File: src/rtl/pc_fetch_unit.sv
// PC register and instruction-fetch stage: issues imem requests, presents fetched
// instructions to decode, handles stall and jump/branch redirects. Optional macro: MISALIGN_TRAP_EN.
module pc_fetch_unit #(
  parameter logic [31:0] RESET_PC  = 32'h0000_0000,
  parameter logic [31:0] NOP_INSTR = 32'h0000_0013
) (
  input  logic        clk,
  input  logic        rst_n,
  input  logic        stall,
  input  logic        branch_taken,
  input  logic [31:0] pc_branch,
  input  logic        jump_en,
  input  logic [31:0] pc_jump,
  output logic        imem_req,
  output logic [31:0] imem_addr,
  input  logic        imem_ack,
  input  logic [31:0] imem_rdata,
  output logic        if_valid,
  output logic [31:0] if_instr,
  output logic [31:0] if_pc,
  output logic [31:0] if_pc_plus4,
  output logic        misalign_err
);

`ifdef MISALIGN_TRAP_EN
  localparam bit TRAP_EN = 1'b1;
`else
  localparam bit TRAP_EN = 1'b0;
`endif

  typedef enum logic [1:0] {S_RESET, S_FETCH, S_HOLD} state_t;

  state_t      state;
  logic [31:0] pc;
  logic [31:0] pend_target;
  logic        redirect_pending;

  logic        redirect_c;
  logic [31:0] raw_target_c;
  logic [31:0] target_c;
  logic        bad_target_c;

  // Redirect decode: jump wins over branch; low target bits never reach the PC.
  always_comb begin
    redirect_c   = jump_en | branch_taken;
    raw_target_c = jump_en ? pc_jump : pc_branch;
    target_c     = {raw_target_c[31:2], 2'b00};
    bad_target_c = TRAP_EN && redirect_c && (raw_target_c[1:0] != 2'b00);
  end

  assign imem_addr   = pc;
  assign if_pc_plus4 = if_pc + 32'd4;

  always_ff @(posedge clk) begin
    if (!rst_n) begin
      state            <= S_RESET;
      pc               <= RESET_PC;
      pend_target      <= RESET_PC;
      redirect_pending <= 1'b0;
      imem_req         <= 1'b0;
      if_valid         <= 1'b0;
      if_instr         <= NOP_INSTR;
      if_pc            <= RESET_PC;
      misalign_err     <= 1'b0;
    end else if (!misalign_err) begin
      if (bad_target_c) begin
        // Misaligned redirect: park with no request until reset.
        misalign_err     <= 1'b1;
        state            <= S_HOLD;
        imem_req         <= 1'b0;
        if_valid         <= 1'b0;
        redirect_pending <= 1'b0;
      end else begin
        case (state)
          S_RESET: begin
            state    <= S_FETCH;
            imem_req <= 1'b1;
            if (redirect_c) pc <= target_c;
          end
          S_FETCH: begin
            if (imem_ack) begin
              if (redirect_c) begin
                pc               <= target_c;
                redirect_pending <= 1'b0;
              end else if (redirect_pending) begin
                pc               <= pend_target;
                redirect_pending <= 1'b0;
              end else begin
                if_instr <= imem_rdata;
                if_pc    <= pc;
                if_valid <= 1'b1;
                pc       <= pc + 32'd4;
                state    <= S_HOLD;
                imem_req <= 1'b0;
              end
            end else if (redirect_c) begin
              // Address must stay stable until ack; remember where to go.
              redirect_pending <= 1'b1;
              pend_target      <= target_c;
            end
          end
          S_HOLD: begin
            if (redirect_c) begin
              if_valid <= 1'b0;
              if_instr <= NOP_INSTR;
              pc       <= target_c;
              state    <= S_FETCH;
              imem_req <= 1'b1;
            end else if (!stall) begin
              if_valid <= 1'b0;
              state    <= S_FETCH;
              imem_req <= 1'b1;
            end
          end
          default: begin
            state    <= S_RESET;
            imem_req <= 1'b0;
          end
        endcase
      end
    end
  end

endmodule

File: config.mk
export PLATFORM = sky130hd
export DESIGN_NAME = pc_fetch_unit
export DESIGN_NICKNAME = d
export VERILOG_FILES = /design/src/rtl/pc_fetch_unit.sv
export SDC_FILE = /design/constraint.sdc
export NUM_CORES = 1
export LEC_CHECK = 0
export BUFFER_PORTS_ARGS = -buffer_cell sky130_fd_sc_hd__buf_2
export CORE_AREA = 5 5 137 139
export CTS_CLUSTER_SIZE = 28
export DETAILED_ROUTE_END_ITERATION = 12
export DIE_AREA = 0 0 142 144
export PLACE_DENSITY_LB_ADDON = 0.3
export SLEW_MARGIN = 20
export SYNTH_ARGS = -nofsm -noshare
export SYNTH_HDL_FRONTEND = slang
export SYNTH_SLANG_ARGS = --single-unit
File: constraint.sdc
create_clock -name clk -period 5.75 [get_ports clk]
set_clock_uncertainty 0.1 [all_clocks]
set_input_delay 0.575 -clock clk [delete_from_list [all_inputs] [get_ports clk]]
set_output_delay 0.575 -clock clk [all_outputs]
set_load 0.005 [all_outputs]
==> metrics.cfg <==
[clock_tree]
htreeDepth=4
hold_buffers=0
cts_buffer_depth=2
clockRootBuffer=clkbuf_16
cts_sinks=127
worstSkewPairLatency_ps=410
cts-buffers-inserted=17
cts_setup_buffers=0
cts.clk_slew.worst_paths_ps=60
cts_tree=done
cts_resized=0

[route]
drt-vias-per-instance=5.32
drt-initial-drc-count=421
totalWireLength_um=21500
drt.antenna.violating_nets=0
drt_first_pass_iters=5
drc=0
route.vias.total=6914
wl_per_cell_um=16.6

[global_routing]
grt_pass1_vias=6202
grt_use_total=0.204
grt_max_degree=62
grt_overflow_total=0
antenna_found_initial=0
grt_pass1_wl_um=33500

[die]
io_pins=233
dieArea_mm2=0.0204
die_w_um=142
rows=49
start_util=0.390
core_mm2=0.0175
die_h_um=144

[final_layout]
layout_commonest_cell=buf_2
finalNetCount=1161
finalInstanceArea_mm2=0.00858
final_layout_size_suffix_gt1_frac=0.267
area_growth_syn_to_layout_pct=25.5
layout.cells.most_common_list=buf_2, nand2_1, dfxtp_1, a21oi_1, nor2_1

[synth]
synth_area_leaders=dfxtp_1, nand2_1, a21oi_1
ys_types=70
synthCells=879
seq_area_frac_synth=0.372
avgSynthCellArea_um2=7.78
synth_edf_count=0
yosys_most_used_dff=dfxtp_1
ys.warnings.count=0
synth_top_area_frac=0.372
netlist_area_mm2=0.00684
postSynth.asyncResetShare=0
yosys_register_bits=127
yosys.area.top_type=dfxtp_1

[hold_path]
whs_path_depth=3
worstHoldPathType=input port to flip-flop

[setup_path]
reg2reg_depth=5
worstSetupPathType=flip-flop to output pin
cp.depth=7
crit_family=simple AND/OR/NAND/NOR gates
crit_fanout=7
setup.worst_path.start_class=flip-flop
cp.arrival_ps=2610
critPathRequiredTime_ps=5080
critPathMaxStageDelay_ps=540
path_cells=ha_1 > and4_1 > nand3_1 > nor3_1 > nand3_1 > xnor2_1 > buf_2
crit_path_end_kind=output pin
cpMostUsedCell=nand3_1
worst-path-buf-inv=1
critPathSlowestCell=nor3_1

[place]
dp_slack_ps=2450
placedInstanceArea_mm2=0.00797
gp_congestion=0.853
io_buffers=221
hpwl_um=15200

[run_status]
outcome=finished, final reports clean

[sta]
rsz0062_at_grt=false
final.period_utilization=0.572
report.final.slew_viol_count=0
hold_viol=0
holdWs_ps=315
clock.fmax_mhz=304
slew_headroom=0.399
tns_ps=0
setup_violations=0
worst_slew_pin_slew_ps=900
setup_ws_ps=2460
min_period_ps=3290

[pwr]
power.density_mw_per_mm2=277
finalPower_mw=2.38
ir_drop_uv=202
p_leak_nw=3.54

[flow_run]
maxCapViolCount=0

## through the flow
step | utilization | instances
after CTS | 0.489 | 1298
final | 0.489 | 1299
after detailed placement | 0.454 | 1267
after floorplan | - | 885
after global routing | 0.489 | 1298
after global placement | 0.454 | 1267
## final timing paths
kind | startpoint | end | slack [ps]
worst max-delay path | if_pc[2] | if_pc_plus4[30] | 2460
worst min-delay path | imem_rdata[26] | if_instr[26] | 320
worst max register to register | state[0] | imem_addr[25] | 2940
worst min register to register | if_instr[28] | if_instr[28] | 340
## state kept, by name (all words and copies together) (netlist names)
signal	cells
if_instr	32
if_pc	30
imem_addr	30
pend_target	30
state	2
if_valid	1
imem_req	1
redirect_pending	1
## cell type report
cell class	count	area, um2
diodes	1	2.50
clock buffers	26	529
clock inverters	5	75.1
fillers	1768	8960
inverters	12	46.3
multi-input cells	668	3920
flip-flops and latches	127	2540
well taps	229	287
repair buffers	231	1180
## power by group
group / switching [mW] / internal (mW)
logic: 0.174 / 0.126
registers: 0.0622 / 0.927
clock network: 0.373 / 0.715
total: 0.609 / 1.77
## synth_stat cells (all sizes together), types with 2 or more instances
| cell type | count |
|---|---|
| nand2 | 140 |
| and2 | 2 |
| clkbuf | 42 |
| a211oi | 33 |
| or2 | 3 |
| dfxtp | 127 |
| o21ai | 36 |
| o221a | 6 |
| inv | 11 |
| o31a | 2 |
| nand4 | 14 |
| o211a | 4 |
| nor4 | 14 |
| buf | 36 |
| ha | 2 |
| o211ai | 11 |
| a221oi | 4 |
| o311ai | 4 |
| xnor2 | 30 |
| o21a | 4 |
| and3 | 12 |
| nand3 | 55 |
| xor2 | 6 |
| o221ai | 2 |
| a311oi | 10 |
| nor3 | 27 |
| or3 | 4 |
| nand2b | 16 |
| and4b | 5 |
| nor2 | 62 |
| a31oi | 5 |
| and4 | 9 |
| a21oi | 94 |
| mux2i | 26 |
## tightest hold or removal path, stage by stage
cell	delay (ps)
buf_2	100
nand3_1	50
a21oi_1	50
## metal layers
metal  up-vias  share of wire  track usage
met5         -              0            0
met1      3131           0.47        0.296
met4         0          0.020       0.0692
met2       233           0.44        0.302
met3        27          0.067       0.0407
li1       3523              -            -
## kinds of logic (layout without fill, tap and decap cells)
| family | Yosys count | in the layout | synth area share |
|---|---|---|---|
| simple gates | 371 | 371 | 0.266 |
| fa+ha+maj | 2 | 2 | 0.00366 |
| mux | 27 | 27 | 0.0397 |
| other cells | 1 | 8 | 0.000549 |
| buf+inv | 90 | 274 | 0.0617 |
| compound gates | 225 | 225 | 0.210 |
| xor+xnor | 36 | 36 | 0.0461 |
| flops | 127 | 127 | 0.372 |
No activity file was read; power rests on OpenSTA's default activity.
